File: src/rtl/led_seq_pkg.sv
// Shared mode encoding, start patterns and sizing for the LED mode sequencer.
// Optional feature: define LED_SEQ_BOUNCE_EN to include the BOUNCE mode.
package led_seq_pkg;

`ifdef LED_SEQ_BOUNCE_EN
    typedef enum logic [1:0] {
        MODE_ROTATE = 2'd0,
        MODE_BOUNCE = 2'd1,
        MODE_BLINK  = 2'd2,
        MODE_ALL_ON = 2'd3
    } mode_t;
`else
    typedef enum logic [1:0] {
        MODE_ROTATE = 2'd0,
        MODE_BLINK  = 2'd2,
        MODE_ALL_ON = 2'd3
    } mode_t;
`endif

    localparam int TICK_DIV_DEFAULT       = 131072;
    localparam int DEBOUNCE_TICKS_DEFAULT = 3;
    localparam int PRESCALER_W            = 24;
    localparam int DEBOUNCE_CNT_W         = 4;
    localparam int PAT_W                  = 4;

    localparam logic [PAT_W-1:0] START_ROTATE = 4'b0001;
`ifdef LED_SEQ_BOUNCE_EN
    localparam logic [PAT_W-1:0] START_BOUNCE = 4'b0001;
`endif
    localparam logic [PAT_W-1:0] START_BLINK  = 4'b0000;
    localparam logic [PAT_W-1:0] START_ALL_ON = 4'b1111;

    function automatic mode_t next_mode(input mode_t m);
        case (m)
`ifdef LED_SEQ_BOUNCE_EN
            MODE_ROTATE: next_mode = MODE_BOUNCE;
            MODE_BOUNCE: next_mode = MODE_BLINK;
`else
            MODE_ROTATE: next_mode = MODE_BLINK;
`endif
            MODE_BLINK:  next_mode = MODE_ALL_ON;
            MODE_ALL_ON: next_mode = MODE_ROTATE;
            default:     next_mode = MODE_ROTATE;
        endcase
    endfunction

    function automatic logic [PAT_W-1:0] start_pattern(input mode_t m);
        case (m)
            MODE_ROTATE: start_pattern = START_ROTATE;
`ifdef LED_SEQ_BOUNCE_EN
            MODE_BOUNCE: start_pattern = START_BOUNCE;
`endif
            MODE_BLINK:  start_pattern = START_BLINK;
            MODE_ALL_ON: start_pattern = START_ALL_ON;
            default:     start_pattern = START_ROTATE;
        endcase
    endfunction

endpackage

File: src/rtl/button_debounce.sv
// Two-flop synchronizer, tick-sampled debounce counter and rising-edge press pulse.
// The press pulse is combinational so it lands in the same cycle as the accepting tick.
module button_debounce
    import led_seq_pkg::*;
#(
    parameter int DEBOUNCE_TICKS = DEBOUNCE_TICKS_DEFAULT
) (
    input  logic CLK,
    input  logic RESET_N,
    input  logic button,
    input  logic tick,
    output logic level,
    output logic press
);

    logic [1:0]                sync_reg;
    logic [DEBOUNCE_CNT_W-1:0] cnt_reg;
    logic [DEBOUNCE_CNT_W-1:0] cnt_next;
    logic                      level_reg;
    logic                      level_next;
    logic                      sample;

    assign sample = sync_reg[1];

    always_ff @(posedge CLK or negedge RESET_N) begin
        if (!RESET_N) begin
            sync_reg  <= '0;
            cnt_reg   <= '0;
            level_reg <= 1'b0;
        end else begin
            sync_reg  <= {sync_reg[0], button};
            cnt_reg   <= cnt_next;
            level_reg <= level_next;
        end
    end

    // A sample agreeing with the current level breaks the run and restarts the count.
    always_comb begin
        cnt_next   = cnt_reg;
        level_next = level_reg;
        if (tick) begin
            if (sample != level_reg) begin
                if (cnt_reg == DEBOUNCE_CNT_W'(DEBOUNCE_TICKS - 1)) begin
                    level_next = sample;
                    cnt_next   = '0;
                end else begin
                    cnt_next = cnt_reg + DEBOUNCE_CNT_W'(1);
                end
            end else begin
                cnt_next = '0;
            end
        end
    end

    assign press = level_next & ~level_reg;
    assign level = level_reg;

endmodule

File: src/rtl/led_mode_sequencer.sv
// Button-driven LED pattern sequencer: prescaler tick, mode FSM and 4-bit pattern register.
// Optional feature: define LED_SEQ_BOUNCE_EN to include the BOUNCE mode and its direction flag.
module led_mode_sequencer
    import led_seq_pkg::*;
#(
    parameter int TICK_DIV       = TICK_DIV_DEFAULT,
    parameter int DEBOUNCE_TICKS = DEBOUNCE_TICKS_DEFAULT
) (
    input  logic CLK,
    input  logic RESET_N,
    input  logic BUTTON,
    output logic LED1,
    output logic LED2,
    output logic LED3,
    output logic LED4,
    output logic LED5
);

    logic [PRESCALER_W-1:0] prescaler_reg;
    logic [PRESCALER_W-1:0] prescaler_next;
    mode_t                  mode_reg;
    mode_t                  mode_next;
    logic [PAT_W-1:0]       pat_reg;
    logic [PAT_W-1:0]       pat_next;
`ifdef LED_SEQ_BOUNCE_EN
    logic                   dir_up_reg;
    logic                   dir_up_next;
`endif
    logic                   tick;
    logic                   press;
    logic                   level;

    assign tick = (prescaler_reg == PRESCALER_W'(TICK_DIV - 1));

    button_debounce #(
        .DEBOUNCE_TICKS(DEBOUNCE_TICKS)
    ) u_button_debounce (
        .CLK    (CLK),
        .RESET_N(RESET_N),
        .button (BUTTON),
        .tick   (tick),
        .level  (level),
        .press  (press)
    );

    always_ff @(posedge CLK or negedge RESET_N) begin
        if (!RESET_N) begin
            prescaler_reg <= '0;
            mode_reg      <= MODE_ROTATE;
            pat_reg       <= START_ROTATE;
`ifdef LED_SEQ_BOUNCE_EN
            dir_up_reg    <= 1'b1;
`endif
        end else begin
            prescaler_reg <= prescaler_next;
            mode_reg      <= mode_next;
            pat_reg       <= pat_next;
`ifdef LED_SEQ_BOUNCE_EN
            dir_up_reg    <= dir_up_next;
`endif
        end
    end

    // A press wins over a coincident tick: load the start pattern, take no step.
    always_comb begin
        mode_next      = mode_reg;
        pat_next       = pat_reg;
        prescaler_next = tick ? '0 : prescaler_reg + PRESCALER_W'(1);
`ifdef LED_SEQ_BOUNCE_EN
        dir_up_next    = dir_up_reg;
`endif
        if (press) begin
            mode_next      = next_mode(mode_reg);
            pat_next       = start_pattern(next_mode(mode_reg));
            prescaler_next = '0;
`ifdef LED_SEQ_BOUNCE_EN
            dir_up_next    = 1'b1;
`endif
        end else if (tick) begin
            case (mode_reg)
                MODE_ROTATE: pat_next = {pat_reg[PAT_W-2:0], pat_reg[PAT_W-1]};
`ifdef LED_SEQ_BOUNCE_EN
                MODE_BOUNCE: begin
                    // Direction flips on the same edge the pattern reaches an end.
                    if (dir_up_reg) begin
                        pat_next = {pat_reg[PAT_W-2:0], 1'b0};
                        if (pat_next == 4'b1000) begin
                            dir_up_next = 1'b0;
                        end
                    end else begin
                        pat_next = {1'b0, pat_reg[PAT_W-1:1]};
                        if (pat_next == 4'b0001) begin
                            dir_up_next = 1'b1;
                        end
                    end
                end
`endif
                MODE_BLINK:  pat_next = ~pat_reg;
                MODE_ALL_ON: pat_next = START_ALL_ON;
                default:     pat_next = pat_reg;
            endcase
        end
    end

    assign LED1 = pat_reg[0];
    assign LED2 = pat_reg[1];
    assign LED3 = pat_reg[2];
    assign LED4 = pat_reg[3];
    assign LED5 = level;

endmodule

File: config.mk
export PLATFORM = sky130hd
export DESIGN_NAME = led_mode_sequencer
export DESIGN_NICKNAME = d
export VERILOG_FILES = /design/src/rtl/led_seq_pkg.sv /design/src/rtl/button_debounce.sv /design/src/rtl/led_mode_sequencer.sv
export SDC_FILE = /design/constraint.sdc
export NUM_CORES = 1
export LEC_CHECK = 0
export CORE_UTILIZATION = 51
export CTS_BUF_LIST = sky130_fd_sc_hd__clkbuf_16
export CTS_CLUSTER_SIZE = 30
export DETAILED_ROUTE_END_ITERATION = 8
export PLACE_DENSITY = 0.69
export SYNTH_ARGS = -nofsm -noshare
export SYNTH_HDL_FRONTEND = slang
export SYNTH_HIERARCHICAL = 1
export SYNTH_SLANG_ARGS = --single-unit
File: constraint.sdc
create_clock -name CLK -period 6.05 [get_ports CLK]
set_input_delay 1.815 -clock CLK [delete_from_list [all_inputs] [get_ports CLK]]
set_output_delay 1.815 -clock CLK [all_outputs]
set_load 0.02 [all_outputs]
# ---- Word-level counts from Yosys, hierarchy flattened
# Cells that the tools add are included.
dict set report word_totals {
  reg_bits 37
  out_inout_bits 5
  elab_cells 35
}
dict set report classes {
  add_sub_neg 2
  eq_ne 7
  muxes 13
  n_bitwise 3
  reduce_logical 4
}
# cell n
set op_table {}
lappend op_table {{$mux 24} 2}
lappend op_table {{$add 24x1->24 const B} 1}
lappend op_table {{$eq 24x17->1 const B} 1}
lappend op_table {{$mux 4} 4}
lappend op_table {{$pmux 4 s3} 1}
lappend op_table {{$eq 2x2->1 const B} 4}
lappend op_table {{$pmux 4 s2} 1}
lappend op_table {{$add 4x1->4 const B} 1}
lappend op_table {{$eq 4x2->1 const B} 1}
lappend op_table {{$not 4->4} 1}
lappend op_table {{$pmux 2 s2} 1}
lappend op_table {{$reduce_bool 4->1} 1}
lappend op_table {{$mux 1} 3}
lappend op_table {{$logic_not 2->1} 1}
lappend op_table {{$mux 2} 1}
lappend op_table {{$reduce_and 2->1} 1}
lappend op_table {{$reduce_bool 2->1} 1}
lappend op_table {{$and 1x1->1} 1}
lappend op_table {{$ne 1x1->1} 1}
lappend op_table {{$not 1->1} 1}

# ---- Longest topological paths before layout
# Gate-level depths: netlist of the first run.
dict set report depth {
  ltp_word 9
  depth_mapped 12
  ltp_nobuf 11
}

# ---- Modules after synthesis
# Netlist of the first run, hierarchy kept.
# module instances cells_each area_each_um2 seq_area_each_um2
set by_module_without_submodules {}
lappend by_module_without_submodules {led_mode_sequencer 1 163 1550.2 752.0}
lappend by_module_without_submodules {button_debounce 1 27 327.8 175.2}

# ---- Worst setup path before layout of the first run
# No wires, ideal clock.
dict set report synth_path {
  path_type {reg-to-reg}
  start {register prescaler_reg[19]}
  end {register pat_reg[3]}
  arrival_time_ns 2.989
  t_required_ns 5.925
  setup_slack_ns 2.935
  stages_incl_launch_ff 11
  synth_period_minus_slack_ns 3.115
  cell_sequence {dfrtp_1 -> or4_4 -> or3_1 -> inv_1 -> inv_2 -> or4_4 -> nor3b_1 -> clkbuf_1 -> nor3b_1 -> a21oi_1 -> nand3_1}
}
dict set report synth_via {
  elab_chain_len 5
  word_cells_on_any_way 7
  cone_classes {eq/ne: 1; mux: 2; bitwise: 1; reduce/logical: 3}
}
# item line
set synth_rtl {}
lappend synth_rtl {{from (decl)} led_mode_sequencer.sv:19} ;# logic [PRESCALER_W-1:0] prescaler_reg;
lappend synth_rtl {{from (signal assigned)} led_mode_sequencer.sv:55} ;# prescaler_reg <= prescaler_next;
lappend synth_rtl {{$eq 24x17->1 (*)} led_mode_sequencer.sv:33} ;# assign tick = (prescaler_reg == PRESCALER_W'(TICK_DIV - 1));
lappend synth_rtl {{net tick} led_mode_sequencer.sv:29} ;# logic tick;
lappend synth_rtl {{$mux 1 (*)} button_debounce.sv:41} ;# if (tick) begin
lappend synth_rtl {{$and 1x1->1 (*)} button_debounce.sv:55} ;# assign press = level_next & ~level_reg;
lappend synth_rtl {{net press} led_mode_sequencer.sv:30} ;# logic press;
lappend synth_rtl {{$reduce_bool 4->1 (no line) / $reduce_bool 2->1 (equally long branches)} n/a}
lappend synth_rtl {{$reduce_and 2->1 (no line)} n/a}
lappend synth_rtl {{to (signal assigned)} led_mode_sequencer.sv:57} ;# pat_reg <= pat_next;
lappend synth_rtl {{to (decl)} led_mode_sequencer.sv:23} ;# logic [PAT_W-1:0] pat_reg;
# Mark *: on every way through the listed nets, which the timed path passes. The rest lies on a longest branch.
# A chain may end at the register's enable or synchronous reset.

# ---- Final worst setup path of the first run
dict set report layout_path {
  start {register prescaler_reg[5]}
  end {register prescaler_reg[2]}
}
dict set report layout_via {
  elab_chain_len 4
  word_cells_on_any_way 5
  cone_classes {eq/ne: 1; mux: 3; bitwise: 1}
}
# item line
set layout_rtl {}
lappend layout_rtl {{$eq 24x17->1} led_mode_sequencer.sv:33}
lappend layout_rtl {{net tick} led_mode_sequencer.sv:29}
lappend layout_rtl {{$mux 1} button_debounce.sv:41}
lappend layout_rtl {{$and 1x1->1} button_debounce.sv:55}
lappend layout_rtl {{net press} led_mode_sequencer.sv:30}
lappend layout_rtl {{$mux 24} led_mode_sequencer.sv:72} ;# if (press) begin
lappend layout_rtl {{net prescaler_next[2]} led_mode_sequencer.sv:20} ;# logic [PRESCALER_W-1:0] prescaler_next;
# The timed path passes the listed nets, and every way through them passes these cells.

==> reports/results.txt, run 1 <==
most common cell after layout, fill and taps aside -> dfrtp_1
Tmin final -> 3.571 ns
maximum vdd drop -> 167.6 µV
Die Ht -> 62.69 µm
FILL cells -> 278
setup bufs post-CTS -> 0
slew at the pin closest to its max-slew limit -> 0.8667 ns
Leak -> 0.9616 nW
Synth-to-Final Area Change -> 13.72%
mapped cell area -> 1878 µm²
largest net degree at the start of global routing -> 38
initial antenna violation count -> 0
crit path DAT -> 3.69 ns
Net Count, Synth -> 194
gr usage total -> 0.2075
Seq/Total Area, Yosys -> 0.4937
Yosys warning total -> 6
core region area -> 3442 µm²
port bufs -> 7
DR WL/cell -> 13.63 µm
Routability Congestion -> 0.8300
top-level I/O count -> 8
Vias/cell -> 5.687
vias in the first global route -> 1364
Synth async-reset ratio -> 1.000
Synth area leaders -> dfrtp_1, nor2_1, xor2_1
Layout Nets -> 206
CP max FO -> 23
#FFs+latches synth -> 37
# resized after CTS -> 0
max-cap viol count -> 0
max reg flops -> 24
Yosys cell types -> 39
Antenna Violating Nets Remaining -> 0
clock sinks -> 37
root buf cell -> clkbuf_16
most frequent cells in the layout -> dfrtp_1, nor2_1, nand2_1
Worst-path clk slew -> 0.05 ns
status -> completed
Final setup viols -> 0
Worst Setup Start Kind -> register
post-placement cell count -> 241
dominant cell type by area after synthesis -> dfrtp_1
CP Capture Type -> register
first-pass GRT wire length -> 6.341 mm
worst hold path class -> register to register
Post-synth EDFFs -> 0
Final Hold Fails -> 0
most used routing layer -> met2
CP Data Required Time -> 6.17 ns
Tcrit/Tclk final -> 0.5902
PD cells -> 232.6 nW/µm²
share of the synthesized area in the top cell type -> 0.4797
final setup margin -> 2.479 ns
routing usage on met2 -> 0.3288
Top FF cell, synth -> dfrtp_1
Slew Limit Fails -> 0
setup tns final -> 0 ns
dpl hpwl -> 2.302 mm
crit path kind -> register to register
H-tree depth -> 2
layout cells sized above 1 -> 0.09360
Iteration-0 DRC Markers -> 101
Post-Place Worst Slack -> 2.491 ns
M3 GR Usage -> 0.04927
met1 Use GR -> 0.2754
hold_ws -> 0.3470 ns
Initial Util -> 0.5456
drc violations -> 0
final cell count without fillers -> 249
unrepaired setup endpoints after global routing -> false
Vias -> 1416
n_diodes -> 0
Initial DRT Pass Iterations -> 4
Max Buffers Root-to-Sink -> 2
Post-Route WL -> 3.393 mm
Cells after Synth -> 190
max frequency -> 280.0 MHz
Num CTS Buffers -> 5
Clock Latency Late Sink -> 0.28 ns
Mean Syn Cell Area -> 9.884 µm²
die area -> 3929 µm²
cts hold-fix bufs -> 0
Core Rows -> 21
Rel. slew slack -> 0.4222
total grt overflow -> 0
CTS tree -> done
Fin Clk Skew -> 0.005486 ns
Die W -> 62.69 µm
==> per-stage QoR <==
| stage | area (µm²) | power, W | util |
|---|---|---|---|
| after CTS | 2136 | 0.0005024 | 0.6205 |
| after detailed placement | 1998 | 0.0002606 | 0.5805 |
| after global routing | 2136 | 0.0005147 | 0.6205 |
| after floorplan | 1878 | 0.0002537 | - |
| final | 2136 | 0.0004968 | 0.6205 |
| after global placement | 1998 | 0.0002604 | 0.5805 |
==> area by class of cell <==
| class | count | area (µm²) | area share |
|---|---|---|---|
| Multi-Input combinational cell | 145 | 913.4 | 0.4277 |
| Inverter | 4 | 15.01 | 0.007030 |
| Clock inverter | 3 | 12.51 | 0.005858 |
| Sequential cell | 37 | 927.1 | 0.4341 |
| Clock buffer | 5 | 125.1 | 0.05858 |
| Timing Repair Buffer | 9 | 85.08 | 0.03984 |
| Tap cell | 46 | 57.56 | 0.02695 |
==> critical path: stages (launching register included) <==
cell	delay (ns)
dfrtp_1	0.42
and4_1	0.31
nand4_2	0.24
or3_1	0.47
inv_1	0.13
inv_2	0.08
or4_4	0.49
nor3b_1	0.19
buf_4	0.22
nand2b_1	0.69
nor2_1	0.15
==> kinds of logic (layout without fill, tap and decap cells) <==
family | after synthesis | after routing | synth area share
AOI/OAI and AO/OA | 16 | 16 | 0.05730
and+or+nand+nor | 103 | 103 | 0.3011
adders and majority gates | 1 | 1 | 0.006661
xor gates and xnor gates | 23 | 23 | 0.1073
muxes | 2 | 2 | 0.01399
DFF | 37 | 37 | 0.4937
buffers and inverters | 8 | 21 | 0.01998
==> synth_stat cells, drive strengths merged, types with 3 or more instances <==
library cell / instances
nor2: 31
o21ai: 5
dfrtp: 36
nand2b: 3
nor2b: 3
nor4: 3
nand3: 12
and4: 4
xnor2: 11
a21oi: 3
or4: 3
nand2: 13
xor2: 12
and2: 4
and3: 7
nor3b: 5
inv: 4
nor3: 6
nand4: 6
==> worst paths after layout <==
| kind | start | end | slack [ns] | cells after the start |
|---|---|---|---|---|
| hold / removal | u_button_debounce/sync_reg[0] | u_button_debounce/sync_reg[1] | 0.35 | 0 |
| setup / recovery | prescaler_reg[5] | prescaler_reg[2] | 2.48 | 10 |
| hold reg to reg | u_button_debounce/sync_reg[0] | u_button_debounce/sync_reg[1] | 0.35 | 0 |
| min in group asynchronous | RESET_N | pat_reg[1] | 1.96 | 2 |
| setup reg to reg | prescaler_reg[5] | prescaler_reg[2] | 2.48 | 10 |
| max in group asynchronous | RESET_N | pat_reg[0] | 3.75 | 2 |
==> per-layer routing <==
layer,vias up,wire (µm)
li1,693,-
met1,692,1635
met2,26,1575
met3,5,125
met4,0,57
met5,-,0
==> power breakdown <==
part            total [W]  internal [W]  switching, W
registers        0.000249      0.000248   0.000000434
clock network    0.000241      0.000149     0.0000922
logic          0.00000709    0.00000186    0.00000523
Note: power is estimated with default switching activity, not from simulation.
==> run 2, diff against run 1 <==
==> constraint.sdc (replaced) <==
create_clock -name CLK -period 3.4 [get_ports CLK]
set_input_delay 1.02 -clock CLK [delete_from_list [all_inputs] [get_ports CLK]]
set_output_delay 1.02 -clock CLK [all_outputs]
set_load 0.02 [all_outputs]
==> run 2 against run 1 <==
- die area stayed put
- clock-buffer cell count stayed put
- utilization is 2.2 points higher
- wire length is 1.9% higher
- final area is 3.5% higher
- clock power is 140% higher
- final cell count is 1.2% higher
- non-clock buffer count is 3 higher
- critical endpoint is now prescaler_reg[15]
==> reports/results.txt, run 2 (same netlist as run 1, synthesis figures left out) <==
root buf cell -> clkbuf_16
Post-Route WL -> 3.458 mm (+1.9%)
Initial DRT Pass Iterations -> 6 (+2)
most frequent cells in the layout -> dfrtp_1, nor2_1, nand2_1
first-pass GRT wire length -> 6.023 mm (-5.0%)
gr usage total -> 0.2039 (-0.003631)
Routability Congestion -> 0.8422 (+1.5%)
die area -> 3929 µm² (unchanged)
Top Family by Delay on Critical Path -> simple AND/OR/NAND/NOR gates
Max Buffers Root-to-Sink -> 2 (unchanged)
Num CTS Buffers -> 5 (unchanged)
Leak -> 1.002 nW (+4.2%)
Slew Limit Fails -> 0 (unchanged)
crit path DAT -> 3.29 ns (-0.40 ns)
Critical Path, Cell by Cell -> or4_4 > or3_1 > inv_1 > inv_2 > or4_4 > nor3b_1 > buf_4 > nand2b_1 > buf_4 > nor2_1
crit path kind -> register to register
Tcrit/Tclk final -> 0.9248 (+0.3346)
status -> completed
total grt overflow -> 0 (unchanged)
H-tree depth -> 2 (unchanged)
Iteration-0 DRC Markers -> 72 (-29%)
Worst-path clk slew -> 0.06 ns (about the same)
n_diodes -> 0 (unchanged)
Rel. slew slack -> 0.6863 (+0.2641)
top-level I/O count -> 8 (unchanged)
CP Capture Type -> register
cts hold-fix bufs -> 0 (unchanged)
initial antenna violation count -> 0 (unchanged)
PD cells -> 472.0 nW/µm² (+100%)
Tmin final -> 3.144 ns (-0.4266 ns)
Worst Path Buf+Inv -> 4 (+1)
DR WL/cell -> 13.72 µm (+0.70%)
slowest library cell on the worst path -> or4_4
dpl hpwl -> 2.276 mm (-1.1%)
port bufs -> 7 (unchanged)
setup bufs post-CTS -> 0 (unchanged)
CP max FO -> 23 (unchanged)
clock sinks -> 37 (unchanged)
most common cell after layout, fill and taps aside -> dfrtp_1
CTS tree -> done
unrepaired setup endpoints after global routing -> false
Die Ht -> 62.69 µm (unchanged)
Final Hold Fails -> 0 (unchanged)
core region area -> 3442 µm² (unchanged)
Vias/cell -> 5.548 (-2.4%)
Core Util, Final -> 0.6423 (+0.02181)
Vias -> 1398 (-1.3%)
CP Data Required Time -> 3.55 ns (-2.62 ns)
Core Rows -> 21 (unchanged)
Layout Nets -> 209 (+1.5%)
Antenna Violating Nets Remaining -> 0 (unchanged)
setup tns final -> 0 ns (unchanged)
Die W -> 62.69 µm (unchanged)
maximum vdd drop -> 348.6 µV (+110%)
layout cells sized above 1 -> 0.1165 (+0.02291)
max-cap viol count -> 0 (unchanged)
drc violations -> 0 (unchanged)
Post-Place Worst Slack -> 0.3653 ns (-2.125 ns)
Worst Setup Start Kind -> register
final setup margin -> 0.2556 ns (-2.223 ns)
# resized after CTS -> 0 (unchanged)
Initial Util -> 0.5456 (unchanged)
Clock Latency Late Sink -> 0.28 ns (about the same)
Fin Clk Skew -> 0.009052 ns (+0.003566 ns)
slowest cell delay on critical path -> 0.57 ns (-0.12 ns)
worst hold path class -> register to register
largest net degree at the start of global routing -> 38 (unchanged)
slew at the pin closest to its max-slew limit -> 0.4669 ns (-0.3998 ns)
vias in the first global route -> 1346 (-1.3%)
max reg flops -> 24 (unchanged)
Synth-to-Final Area Change -> 17.72%
Final setup viols -> 0 (unchanged)
FILL cells -> 279 (+0.36%)
max frequency -> 318.0 MHz (+14%)
[run 2: cell count changes in the layout (fill, tap and decap cells not counted), sizes merged]
cell    change
buf         +3
clkinv      -2
bufinv      +2
[run 2: final cells by class]
| class | count | area [µm²] | share of cell area |
|---|---|---|---|
| multi-input combinational | 145 | 913.4 | 0.4131 |
| sequential | 37 | 927.1 | 0.4194 |
| inverter | 4 | 15.01 | 0.006791 |
| clock inverter | 3 | 65.06 | 0.02943 |
| tap | 46 | 57.56 | 0.02603 |
| timing repair buffer | 12 | 107.6 | 0.04867 |
| clock buffer | 5 | 125.1 | 0.05659 |
[run 2: metal layers]
layer  part of all wire  vias to the layer above  track usage  wire (µm)
met3              0.046                       12      0.06387        160
met2               0.45                       44       0.3111       1569
met4              0.029                        0       0.1105         99
met1               0.47                      646       0.2572       1628
li1                   -                      696            -          -
met5                  0                        -            0          0
[run 2: per-stage QoR]
stage	std cells	power [W]	hold slack, ns	cell area, µm²
after floorplan	190	0.0004514	0.3312	1878
after CTS	252	0.001058	0.3512	2211
final	252	0.001044	0.3482	2211
after detailed placement	244	0.0004637	0.3372	2021
after global placement	244	0.0004633	0.3345	2021
after global routing	252	0.001074	0.3542	2211
[run 2: power breakdown]
group | total (W) | internal [W] | switching, W
registers | 0.000443 | 0.000442 | 0.000000636
clock network | 0.000589 | 0.000418 | 0.000170
logic | 0.0000124 | 0.00000331 | 0.00000906
total | 0.00104 | 0.000864 | 0.000180
[run 2: final timing paths]
check / depth (start not counted) / from / slack, ns / to
setup / recovery: 10 / prescaler_reg[19] / 0.26 / prescaler_reg[15]
hold / removal: 0 / u_button_debounce/sync_reg[0] / 0.35 / u_button_debounce/sync_reg[1]
setup reg to reg: 10 / prescaler_reg[19] / 0.26 / prescaler_reg[15]
hold reg to reg: 0 / u_button_debounce/sync_reg[0] / 0.35 / u_button_debounce/sync_reg[1]
max in group asynchronous: 2 / RESET_N / 1.90 / pat_reg[0]
min in group asynchronous: 2 / RESET_N / 1.16 / prescaler_reg[3]
==> run 3, diff against run 2 <==
--- a/config.mk
+++ b/config.mk
@@ -5,12 +5,13 @@
 export SDC_FILE = /design/constraint.sdc
 export NUM_CORES = 1
 export LEC_CHECK = 0
-export CORE_UTILIZATION = 51
+export CORE_UTILIZATION = 50
 export CTS_BUF_LIST = sky130_fd_sc_hd__clkbuf_16
 export CTS_CLUSTER_SIZE = 30
 export DETAILED_ROUTE_END_ITERATION = 8
-export PLACE_DENSITY = 0.69
+export PLACE_DENSITY = 0.7
 export SYNTH_ARGS = -nofsm -noshare
 export SYNTH_HDL_FRONTEND = slang
 export SYNTH_HIERARCHICAL = 1
 export SYNTH_SLANG_ARGS = --single-unit
+export TNS_END_PERCENT = 50
==> constraint.sdc (replaced) <==
create_clock -name CLK -period 2.85 [get_ports CLK]
set_input_delay 0.855 -clock CLK [delete_from_list [all_inputs] [get_ports CLK]]
set_output_delay 0.855 -clock CLK [all_outputs]
set_load 0.02 [all_outputs]
==> run 3 against run 2 <==
- maximum frequency increased by 14%
- sequential share of layout area fell by 3.1 points
- clock-buffer cell count is the same
==> reports/results.txt, run 3 (same netlist as run 1, synthesis figures left out) <==
status -> completed
crit path DAT -> 2.92 ns (-0.37 ns)
Clock Power Share -> 0.527 (-0.037)
max frequency -> 361.6 MHz (+14%)
Initial DRT Pass Iterations -> 5 (-1)
min-delay src -> u_button_debounce/sync_reg[0]
Num CTS Buffers -> 5 (unchanged)
Max Buffers Root-to-Sink -> 2 (unchanged)
core region area -> 3468 µm² (+0.76%)
drc violations -> 0 (unchanged)
Post-Route WL -> 3.810 mm (+10%)
Vias/cell -> 5.532 (-0.29%)
Sw Ratio -> 0.1834 (+0.01092)
Die Ht -> 63.29 µm (+0.96%)
Gate power share -> 0.013 (about the same)
reg2reg start -> prescaler_reg[17]
CP Data Required Time -> 3.01 ns (-0.54 ns)
Fin Clk Skew -> 0.005935 ns (-0.003117 ns)
Routability Congestion -> 0.8607 (+2.2%)
Flop pwr share -> 0.460 (+0.036)
worst hold path class -> register to register
Top Family by Delay on Critical Path -> simple AND/OR/NAND/NOR gates
gr usage total -> 0.2149 (+0.01106)
total grt overflow -> 0 (unchanged)
dpl hpwl -> 2.439 mm (+7.2%)
Critical Path, Cell by Cell -> or4_4 > or3_4 > inv_2 > inv_2 > or4_4 > nor3b_4 > buf_12 > nor2b_1 > a32oi_1 > nand3_1
crit path kind -> register to register
Rel. slew slack -> 0.6945 (+0.008226)
max-cap viol count -> 0 (unchanged)
initial antenna violation count -> 0 (unchanged)
Initial Util -> 0.5415 (-0.004133)
Worst Setup Start Kind -> register
H-tree depth -> 2 (unchanged)
Sw Pwr -> 0.0002105 W (+17%)
Layout Nets -> 226 (+8.1%)
Leak -> 1.091 nW (+8.9%)
Worst Hold Path EP -> u_button_debounce/sync_reg[1]
die area -> 4005 µm² (+1.9%)
Vias -> 1488 (+6.4%)
slowest library cell on the worst path -> or4_4
n_diodes -> 0 (unchanged)
Iteration-0 DRC Markers -> 97 (+35%)
Worst Path Buf+Inv -> 3 (-1)
CTS tree -> done
most common cell after layout, fill and taps aside -> dfrtp_1
final cell count without fillers -> 269 (+6.7%)
most frequent cells in the layout -> dfrtp_1, nor2_1, buf_4
Worst-path clk slew -> 0.05 ns (about the same)
Final setup viols -> 0 (unchanged)
clock sinks -> 37 (unchanged)
top-level I/O count -> 8 (unchanged)
maximum vdd drop -> 434.6 µV (+25%)
Core Rows -> 21 (unchanged)
DR WL/cell -> 14.16 µm (+3.2%)
Tcrit/Tclk final -> 0.9705 (+0.04566)
WHS Path Cells -> 0 (unchanged)
CP max FO -> 7 (-70%)
Final Hold Fails -> 0 (unchanged)
slowest cell delay on critical path -> 0.54 ns (-0.03 ns)
setup slack, reg-to-reg -> 0.08 ns (-0.17 ns)
internal power -> 0.0009374 W (+8.5%)
cells on worst reg2reg path -> 10 (unchanged)
CP Capture Type -> register
Tmin final -> 2.766 ns (-0.3785 ns)
CP Depth -> 10 (unchanged)
PD cells -> 480.6 nW/µm² (+1.8%)
Antenna Violating Nets Remaining -> 0 (unchanged)
Clock Latency Late Sink -> 0.28 ns (about the same)
post-placement cell count -> 251 (+2.9%)
largest net degree at the start of global routing -> 38 (unchanged)
Synth-to-Final Area Change -> 27.18%
CP startpoint -> prescaler_reg[17]
slew at the pin closest to its max-slew limit -> 0.4582 ns (-0.008746 ns)
root buf cell -> clkbuf_16
vias in the first global route -> 1451 (+7.8%)
Reg-to-Reg End -> pat_reg[2]
first-pass GRT wire length -> 6.679 mm (+11%)
Die W -> 63.29 µm (+0.96%)
Core Util, Final -> 0.6887 (+0.04636)
layout cells sized above 1 -> 0.2063 (+0.08977)
Slew Limit Fails -> 0 (unchanged)
max reg flops -> 24 (unchanged)
port bufs -> 7 (unchanged)
[run 3: cell types whose count changed in the layout (fill, tap and decap cells not counted), moves of 2 or more]
cell	delta
and4_4	+2
and4_1	-3
buf_12	+2
buf_4	+14
[run 3: worst max-delay path by stage]
stage	endpoint	slack [ns]
after floorplan	pat_reg[3]	0.007
after global placement	pat_reg[2]	0.08
after detailed placement	pat_reg[2]	0.04
after CTS	pat_reg[2]	0.005
after global routing	pat_reg[2]	-0.03
final	pat_reg[2]	0.08
[run 3: power by group through the flow]
| stage | clock [W] | combinational (W) | sequential (W) |
|---|---|---|---|
| global placement | 0 | 0.0000155 | 0.000537 |
| CTS | 0.000611 | 0.0000163 | 0.000528 |
| finish | 0.000605 | 0.0000152 | 0.000528 |
| floorplan | 0 | 0.00000175 | 0.000537 |
| global route | 0.000638 | 0.0000180 | 0.000528 |
| detailed placement | 0 | 0.0000162 | 0.000537 |
[run 3: timing repair]
action,4_1_cts,5_1_grt
hold buffers,0,0
resized for setup,0,8
setup endpoints to repair,0,28
setup buffers,0,9
endpoints found under the hold margin,0,0
[run 3: cell type report]
class	instances	area (µm²)
Fill cell	263	1080
Multi-Input combinational cell	145	948.4
Timing Repair Buffer	29	277.8
Tap cell	46	57.56
Clock inverter	3	37.54
Clock buffer	5	125.1
Sequential cell	37	927.1
Inverter	4	15.01
[run 3: layer usage]
layer,track usage,routed length [µm],vias to the layer above
met5,0,0,-
met4,0.06818,84,0
met3,0.05435,113,10
met2,0.3468,1872,31
met1,0.2825,1739,721
li1,-,-,726
[run 3: through the flow]
stage / instance area, µm² / setup TNS [ns] / setup slack (ns) / power, W / hold slack [ns]
floorplan: 1893 / 0 / 0.006897 / 0.0005389 / 0.3312
global placement: 2110 / 0 / 0.07847 / 0.0005526 / 0.3373
detailed placement: 2110 / 0 / 0.03758 / 0.0005535 / 0.3371
CTS: 2272 / 0 / 0.005408 / 0.001155 / 0.3491
global route: 2389 / -0.04963 / -0.02594 / 0.001184 / 0.3707
finish: 2389 / 0 / 0.08418 / 0.001148 / 0.3490
